--- config.mk ---
export PLATFORM = sky130hd
export DESIGN_NAME = buf_bn_loader_flat
export DESIGN_NICKNAME = d
export VERILOG_FILES = /design/src/rtl/buf_bn_loader_pkg.sv /design/src/rtl/buf_bn_loader_if.sv /design/src/rtl/buf_bn_loader.sv /design/src/flat_wrapper.sv
export SDC_FILE = /design/constraint.sdc
export NUM_CORES = 1
export LEC_CHECK = 0
export ABC_AREA = 1
export CAP_MARGIN = 10
export CORE_ASPECT_RATIO = 1.5
export CORE_MARGIN = 5
export CORE_UTILIZATION = 34
export DETAILED_ROUTE_END_ITERATION = 8
export DONT_BUFFER_PORTS = 1
export PLACE_DENSITY = 0.46
export SLEW_MARGIN = 20
export SYNTH_ARGS = -nofsm -noshare
export SYNTH_HDL_FRONTEND = slang
export SYNTH_SLANG_ARGS = --single-unit
--- constraint.sdc ---
create_clock -name clk -period 8.9 [get_ports clk]
set_input_delay 1.335 -clock clk [delete_from_list [all_inputs] [get_ports clk]]
set_output_delay 1.335 -clock clk [all_outputs]
set_load 0.02 [all_outputs]
--- src/rtl/buf_bn_loader_pkg.sv ---
// Shared definitions for the BN parameter buffer loader.
//  - Default buffer and stream widths.
//  - Loader FSM state type.
//  - Lane-count helpers used to split one stream beat into BN entries.
package buf_bn_loader_pkg;

    localparam int BN_IN_DATA_WIDTH       = 64;
    localparam int BN_BUF_UPDT_ADDR_WIDTH = 11;
    localparam int BN_BUF_UPDT_DATA_WIDTH = 16;
    localparam int BN_LEN_WIDTH           = 12;

    typedef enum logic [1:0] {
        IDLE = 2'd0,
        LOAD = 2'd1,
        DONE = 2'd2
    } state_e;

    // Width of a lane index; at least one bit even when a beat holds one entry.
    function automatic int lane_width(input int ratio);
        if (ratio > 1) begin
            return $clog2(ratio);
        end else begin
            return 1;
        end
    endfunction

    localparam int BN_RATIO      = BN_IN_DATA_WIDTH / BN_BUF_UPDT_DATA_WIDTH;
    localparam int BN_LANE_WIDTH = lane_width(BN_RATIO);

endpackage

--- src/rtl/buf_bn_loader_if.sv ---
// Bus bundle between the loader and its neighbours.
//  - cmd_*       : load command (base address, entry count) with valid/ready.
//  - s_*         : wide DMA stream beats with valid/ready; lane 0 in the LSBs.
//  - buf_updt_*  : BN buffer write port (one entry per strobe).
//  - busy, done  : load status.
// Modports: slave = the loader itself, master = the environment driving it.
interface buf_bn_loader_if
    import buf_bn_loader_pkg::*;
#(
    parameter int IN_DATA_WIDTH       = BN_IN_DATA_WIDTH,
    parameter int BUF_UPDT_ADDR_WIDTH = BN_BUF_UPDT_ADDR_WIDTH,
    parameter int BUF_UPDT_DATA_WIDTH = BN_BUF_UPDT_DATA_WIDTH,
    parameter int LEN_WIDTH           = BN_LEN_WIDTH
);

    logic                           cmd_valid;
    logic                           cmd_ready;
    logic [BUF_UPDT_ADDR_WIDTH-1:0] cmd_base;
    logic [LEN_WIDTH-1:0]           cmd_len;
    logic                           s_valid;
    logic                           s_ready;
    logic [IN_DATA_WIDTH-1:0]       s_data;
    logic                           buf_updt_wr_en;
    logic [BUF_UPDT_ADDR_WIDTH-1:0] buf_updt_addr;
    logic [BUF_UPDT_DATA_WIDTH-1:0] buf_updt_data;
    logic                           busy;
    logic                           done;

    modport slave (
        input  cmd_valid, cmd_base, cmd_len, s_valid, s_data,
        output cmd_ready, s_ready, buf_updt_wr_en, buf_updt_addr, buf_updt_data, busy, done
    );

    modport master (
        output cmd_valid, cmd_base, cmd_len, s_valid, s_data,
        input  cmd_ready, s_ready, buf_updt_wr_en, buf_updt_addr, buf_updt_data, busy, done
    );

endinterface

--- src/rtl/buf_bn_loader.sv ---
// Update-side writer for the BN parameter buffer.
// Accepts one load command (base, len), pulls ceil(len/RATIO) wide beats from
// the DMA stream, and writes one BN entry per cycle to consecutive buffer
// addresses (wrapping at the top of the address space), then pulses done.
// Ports:
//  clk  : clock
//  rst  : asynchronous active-high reset
//  bus  : buf_bn_loader_if.slave (command, stream, buffer write port, status)
module buf_bn_loader
    import buf_bn_loader_pkg::*;
#(
    parameter int IN_DATA_WIDTH       = BN_IN_DATA_WIDTH,
    parameter int BUF_UPDT_ADDR_WIDTH = BN_BUF_UPDT_ADDR_WIDTH,
    parameter int BUF_UPDT_DATA_WIDTH = BN_BUF_UPDT_DATA_WIDTH,
    parameter int LEN_WIDTH           = BN_LEN_WIDTH
)(
    input  logic            clk,
    input  logic            rst,
    buf_bn_loader_if.slave  bus
);

    localparam int RATIO  = IN_DATA_WIDTH / BUF_UPDT_DATA_WIDTH;
    localparam int LANE_W = lane_width(RATIO);

    localparam logic [LANE_W-1:0]    LANE_LAST = LANE_W'(RATIO - 1);
    localparam logic [LANE_W-1:0]    LANE_ONE  = LANE_W'(1'b1);
    localparam logic [LANE_W-1:0]    LANE_ZERO = {LANE_W{1'b0}};
    localparam logic [LEN_WIDTH-1:0] LEN_ONE   = LEN_WIDTH'(1'b1);
    localparam logic [LEN_WIDTH-1:0] LEN_ZERO  = {LEN_WIDTH{1'b0}};
    localparam logic [BUF_UPDT_ADDR_WIDTH-1:0] ADDR_ONE  = BUF_UPDT_ADDR_WIDTH'(1'b1);
    localparam logic [BUF_UPDT_ADDR_WIDTH-1:0] ADDR_ZERO = {BUF_UPDT_ADDR_WIDTH{1'b0}};
    localparam logic [BUF_UPDT_DATA_WIDTH-1:0] DATA_ZERO = {BUF_UPDT_DATA_WIDTH{1'b0}};
    localparam logic [IN_DATA_WIDTH-1:0]       BEAT_ZERO = {IN_DATA_WIDTH{1'b0}};

    state_e                         state_r;
    logic [BUF_UPDT_ADDR_WIDTH-1:0] addr_r;       // next address to write
    logic [LEN_WIDTH-1:0]           left_r;       // entries still to write
    logic [LANE_W-1:0]              lane_r;       // lane currently at the bottom of beat_data_r
    logic                           beat_vld_r;
    logic [IN_DATA_WIDTH-1:0]       beat_data_r;  // shifted down one lane per write
    logic                           wr_en_r;
    logic [BUF_UPDT_ADDR_WIDTH-1:0] wr_addr_r;
    logic [BUF_UPDT_DATA_WIDTH-1:0] wr_data_r;
    logic                           busy_r;
    logic                           done_r;

    logic lane_last_s;
    logic left_last_s;
    logic left_more_s;
    logic cmd_ready_s;
    logic s_ready_s;
    logic cmd_fire_s;
    logic s_fire_s;

    assign lane_last_s = (lane_r == LANE_LAST);
    assign left_last_s = (left_r == LEN_ONE);
    assign left_more_s = (left_r > LEN_ONE);
    assign cmd_ready_s = (state_r == IDLE);
    // A new beat may land in the same cycle the last lane of the current one
    // is written, but only if the load still needs more entries after it.
    assign s_ready_s   = (state_r == LOAD) && (!beat_vld_r || (lane_last_s && left_more_s));
    assign cmd_fire_s  = bus.cmd_valid && cmd_ready_s;
    assign s_fire_s    = bus.s_valid && s_ready_s;

    assign bus.cmd_ready      = cmd_ready_s;
    assign bus.s_ready        = s_ready_s;
    assign bus.buf_updt_wr_en = wr_en_r;
    assign bus.buf_updt_addr  = wr_addr_r;
    assign bus.buf_updt_data  = wr_data_r;
    assign bus.busy           = busy_r;
    assign bus.done           = done_r;

    // Load FSM, beat register with lane tracking, and registered write port.
    always_ff @(posedge clk or posedge rst) begin
        if (rst) begin
            state_r     <= IDLE;
            addr_r      <= ADDR_ZERO;
            left_r      <= LEN_ZERO;
            lane_r      <= LANE_ZERO;
            beat_vld_r  <= 1'b0;
            beat_data_r <= BEAT_ZERO;
            wr_en_r     <= 1'b0;
            wr_addr_r   <= ADDR_ZERO;
            wr_data_r   <= DATA_ZERO;
            busy_r      <= 1'b0;
            done_r      <= 1'b0;
        end else begin
            wr_en_r <= 1'b0;
            done_r  <= 1'b0;
            case (state_r)
                IDLE: begin
                    if (cmd_fire_s) begin
                        addr_r     <= bus.cmd_base;
                        left_r     <= bus.cmd_len;
                        lane_r     <= LANE_ZERO;
                        beat_vld_r <= 1'b0;
                        busy_r     <= 1'b1;
                        if (bus.cmd_len == LEN_ZERO) begin
                            state_r <= DONE;
                        end else begin
                            state_r <= LOAD;
                        end
                    end
                end
                LOAD: begin
                    if (beat_vld_r) begin
                        wr_en_r     <= 1'b1;
                        wr_addr_r   <= addr_r;
                        wr_data_r   <= beat_data_r[BUF_UPDT_DATA_WIDTH-1:0];
                        beat_data_r <= beat_data_r >> BUF_UPDT_DATA_WIDTH;
                        addr_r      <= addr_r + ADDR_ONE;
                        left_r      <= left_r - LEN_ONE;
                        lane_r      <= lane_r + LANE_ONE;
                        // Beat exhausted, or remaining lanes lie past len and are dropped.
                        if (lane_last_s || left_last_s) begin
                            beat_vld_r <= 1'b0;
                            lane_r     <= LANE_ZERO;
                        end
                        if (left_last_s) begin
                            state_r <= DONE;
                        end
                    end
                    // A fresh beat overrides the emptying above.
                    if (s_fire_s) begin
                        beat_data_r <= bus.s_data;
                        beat_vld_r  <= 1'b1;
                        lane_r      <= LANE_ZERO;
                    end
                end
                DONE: begin
                    done_r  <= 1'b1;
                    busy_r  <= 1'b0;
                    state_r <= IDLE;
                end
                default: begin
                    state_r    <= IDLE;
                    beat_vld_r <= 1'b0;
                    busy_r     <= 1'b0;
                end
            endcase
        end
    end

endmodule

--- src/flat_wrapper.sv ---
// flat-port wrapper written by rule: the top's interface ports become plain ports
module buf_bn_loader_flat import buf_bn_loader_pkg::*;
#(
    parameter int IN_DATA_WIDTH       = BN_IN_DATA_WIDTH,
    parameter int BUF_UPDT_ADDR_WIDTH = BN_BUF_UPDT_ADDR_WIDTH,
    parameter int BUF_UPDT_DATA_WIDTH = BN_BUF_UPDT_DATA_WIDTH,
    parameter int LEN_WIDTH           = BN_LEN_WIDTH
)
  (clk, rst, bus_cmd_valid, bus_cmd_base, bus_cmd_len, bus_s_valid, bus_s_data, bus_cmd_ready, bus_s_ready, bus_buf_updt_wr_en, bus_buf_updt_addr, bus_buf_updt_data, bus_busy, bus_done);
  buf_bn_loader_if #(.IN_DATA_WIDTH(IN_DATA_WIDTH), .BUF_UPDT_ADDR_WIDTH(BUF_UPDT_ADDR_WIDTH), .BUF_UPDT_DATA_WIDTH(BUF_UPDT_DATA_WIDTH), .LEN_WIDTH(LEN_WIDTH)) bus_i ();
  input  logic clk;
  input  logic rst;
  input wire logic [$bits(bus_i.cmd_valid)-1:0] bus_cmd_valid;
  input wire logic [$bits(bus_i.cmd_base)-1:0] bus_cmd_base;
  input wire logic [$bits(bus_i.cmd_len)-1:0] bus_cmd_len;
  input wire logic [$bits(bus_i.s_valid)-1:0] bus_s_valid;
  input wire logic [$bits(bus_i.s_data)-1:0] bus_s_data;
  output wire logic [$bits(bus_i.cmd_ready)-1:0] bus_cmd_ready;
  output wire logic [$bits(bus_i.s_ready)-1:0] bus_s_ready;
  output wire logic [$bits(bus_i.buf_updt_wr_en)-1:0] bus_buf_updt_wr_en;
  output wire logic [$bits(bus_i.buf_updt_addr)-1:0] bus_buf_updt_addr;
  output wire logic [$bits(bus_i.buf_updt_data)-1:0] bus_buf_updt_data;
  output wire logic [$bits(bus_i.busy)-1:0] bus_busy;
  output wire logic [$bits(bus_i.done)-1:0] bus_done;
  assign bus_i.cmd_valid = bus_cmd_valid;
  assign bus_i.cmd_base = bus_cmd_base;
  assign bus_i.cmd_len = bus_cmd_len;
  assign bus_i.s_valid = bus_s_valid;
  assign bus_i.s_data = bus_s_data;
  assign bus_cmd_ready = bus_i.cmd_ready;
  assign bus_s_ready = bus_i.s_ready;
  assign bus_buf_updt_wr_en = bus_i.buf_updt_wr_en;
  assign bus_buf_updt_addr = bus_i.buf_updt_addr;
  assign bus_buf_updt_data = bus_i.buf_updt_data;
  assign bus_busy = bus_i.busy;
  assign bus_done = bus_i.done;
  buf_bn_loader #(.IN_DATA_WIDTH(IN_DATA_WIDTH), .BUF_UPDT_ADDR_WIDTH(BUF_UPDT_ADDR_WIDTH), .BUF_UPDT_DATA_WIDTH(BUF_UPDT_DATA_WIDTH), .LEN_WIDTH(LEN_WIDTH)) u_core (.clk(clk), .rst(rst), .bus(bus_i));
endmodule
==> impl_metrics.ini <==
[run_status]
status = finished, final reports clean

[drt]
dr_total_vias = 5302
drtPass1Iterations = 4
drt_iter0_drc = 361
wirelength_um = 16640
ant_nets = 0
routedWlPerCell_um = 15.46
drcViolationCount = 0
via_per_inst = 4.928

[worst_hold_path]
hold_path_end = u_core.bus.buf_updt_data[12]$_DFFE_PP0P_
hold_path.class = reg2reg
holdPathStages = 2
hold_path.startpoint = u_core.beat_data_r[12]$_DFFE_PP0P_

[synthesis]
synth.mux.area_fraction_pct = 0
synth_area_mm2 = 0.006310
ys_top_cells_by_area = dfrtp_1, nand2_1, inv_1
seq_area_frac_synth_pct = 48.38
synthArstFlopShare_pct = 100.0
synth_edf_count = 0
ys_types = 33
synthAdderAreaFrac_pct = 0.7932
synth_top_family_by_area = simple AND/OR/NAND/NOR gates
ys_ff_latch = 122
synth_top_cell_by_area = dfrtp_1
syn_area_per_cell_um2 = 7.512
synth-compound-area-share_pct = 7.535
synthSimpleGateAreaFrac_pct = 30.87
yosys.area.top_type_share_pct = 48.38
synth_flop_cell = dfrtp_1
syn-num-nets = 935
yosysWarningCount = 0
synth-xor-area-share_pct = 0.4164
synthCells = 840

[worst_setup_path]
critPathMaxStageDelay_ns = 0.62
required_ns = 7.57
reg2regPathDepth = 10
worstReg2RegEnd = u_core.left_r[6]$_DFFE_PP0P_
critPathBufInv = 4
timing.reg2reg.setup_slack_ns = 5.33
cp.arrival_ns = 2.68
start_kind = flip-flop
crit_slowest_cell = buf_4
path_delay_family = buffers and inverters
timing.rr.start = u_core.state_r[0]$_DFFE_PP0P_
crit_fanout = 75
crit_chain = inv_2 -> nor2_4 -> buf_4 -> inv_2 -> a21oi_2 -> buf_4
end_kind = primary output
critical_path_class = reg2out

[die]
fp.dieW_um = 121.2
num_io_pins = 123
core-area_mm2 = 0.01839
rows = 61
initial_core_util_pct = 34.30
die_h_um = 176.8
dieArea_mm2 = 0.02144

[global_routing]
antenna_found_initial = 0
grt_pass1_wl_um = 28060
grt_usage_pct = 16.48
overflow = 0
first_global_vias = 5600
grt_max_degree = 76

[place]
place_ws_ns = 5.286
io_buffers = 0
gp_congestion = 0.7989
place_hpwl_um = 11250
dp_cells = 1046

[clock_tree]
ctsHtreeMaxLevel = 4
cts_buffers = 17
ctsHoldBuffers = 0
clk_root_buffer_cell = clkbuf_16
post_cts_buffers = 0
clockBufferDepth = 2
clkLatencyLatePin_ns = 0.41
clk_pin_slew_ns = 0.05
cts_sinks = 122
cts_tree = built
cts_resized = 0

[sta]
setup_tns_ns = 0
setup_ws_ns = 4.885
hold_viol = 0
fin_crit_sh_pct = 45.11
drv_slew = 0
max_slew_margin_pct = 34.35
skew_ns = 0.008723
fmax_ghz = 0.2491
layout_min_cycle_time_ns = 4.015
rsz0062_at_grt = false
setup_violations = 0
worst_pin_slew_ns = 0.9813
hold_ws_ns = 0.4749

[layout]
utilization_pct = 38.14
nNetsFinal = 908
final_cells = 1076
syn_to_final_growth_pct = 11.18
drive_gt1_share_pct = 5.947
diodes = 0
final_common_cell = nand2_1
mostFrequentLayoutCells = nand2_1, dfrtp_1, inv_1

[flow_run]
max-cap-violations = 0

[power]
peakVddDrop_v = 0.0001498
powerDensity_mw_per_mm2 = 386.5
p_leak_uw = 0.003658
[state kept, by name (all words and copies together), names as in the netlist]
signal	count
u_core.beat_vld_r	1
u_core.beat_data_r	64
u_core.left_r	12
u_core.bus.buf_updt_data	16
u_core.addr_r	11
u_core.bus.busy	1
u_core.bus.buf_updt_wr_en	1
u_core.bus.buf_updt_addr	11
u_core.state_r	2
u_core.bus.done	1
u_core.lane_r	2
[synthesized netlist by cell type (3+ instances only)]
master,count
a21oi_1,13
buf_2,17
o21ai_0,54
nor2_2,3
buf_6,9
nand4_1,52
ha_1,4
o22ai_1,4
o21ai_1,8
dfrtp_1,122
nor3_1,11
nand3_1,75
buf_1,4
inv_1,122
nor2_1,38
nand2_1,259
inv_2,4
clkbuf_1,18
nand2_2,3
[stage by stage]
step	area, um2	total power [uW]
detailed placement	6390	2012
global route	7015	2960
finish	7015	2711
CTS	7007	2752
floorplan	6310	1808
global placement	6390	1990
[kinds of logic (layout without fill, tap and decap cells)]
family / after synthesis / after routing
simple gates: 446 / 446
buf+inv: 176 / 160
flops: 122 / 122
compound gates: 89 / 89
fa+ha+maj: 4 / 4
xor+xnor: 3 / 3
[metal layers]
metal | track usage [%] | up-vias | share of wire, % | routed length [um]
met5 | 0 | - | 0 | 0
met4 | 6.262 | 0 | 2.3 | 382
met3 | 4.605 | 29 | 5.7 | 941
met2 | 28.46 | 142 | 50 | 8334
met1 | 19.35 | 2497 | 42 | 6978
li1 | - | 2634 | - | -
[worst reg2reg max path, stage by stage (launching register included)]
cell     delay, ns
dfrtp_1       0.44
inv_2         0.07
nor2_4        0.07
buf_4         0.62
inv_2         0.56
nor2_4        0.52
nor2_2        0.25
inv_2         0.42
o21ai_0       0.21
o21ai_0       0.19
o21ai_0       0.10
[cell type report]
| class | instances | area [um2] |
|---|---|---|
| fill | 1949 | 11380 |
| sequential | 122 | 3053 |
| multi-input combinational | 542 | 2524 |
| inverter | 126 | 476.7 |
| clock buffer | 22 | 474.2 |
| tap | 252 | 315.3 |
| clock inverter | 8 | 142.6 |
| timing repair buffer | 4 | 30.03 |
[power by group]
group          leakage (uW)  internal, uW  switching [uW]
Combinational       0.00181           296             671
Clock              0.000302           486             236
Sequential          0.00154           796             226
[how the worst max path moves through the flow]
stage | endpoint | cells past startpoint | slack, ns | start
final | bus_s_ready | 6 | 4.89 | u_core.state_r[0]$_DFFE_PP0P_
after detailed placement | u_core.left_r[6]$_DFFE_PP0P_ | 10 | 5.29 | u_core.state_r[0]$_DFFE_PP0P_
after floorplan | u_core.addr_r[0]$_DFFE_PP0P_ | 1 | 4.32 | rst
after global placement | u_core.left_r[6]$_DFFE_PP0P_ | 10 | 5.35 | u_core.state_r[0]$_DFFE_PP0P_
after global routing | bus_s_ready | 6 | 4.65 | u_core.state_r[0]$_DFFE_PP0P_
after CTS | bus_s_ready | 6 | 4.88 | u_core.state_r[0]$_DFFE_PP0P_
(Power assumes the default switching activity.)
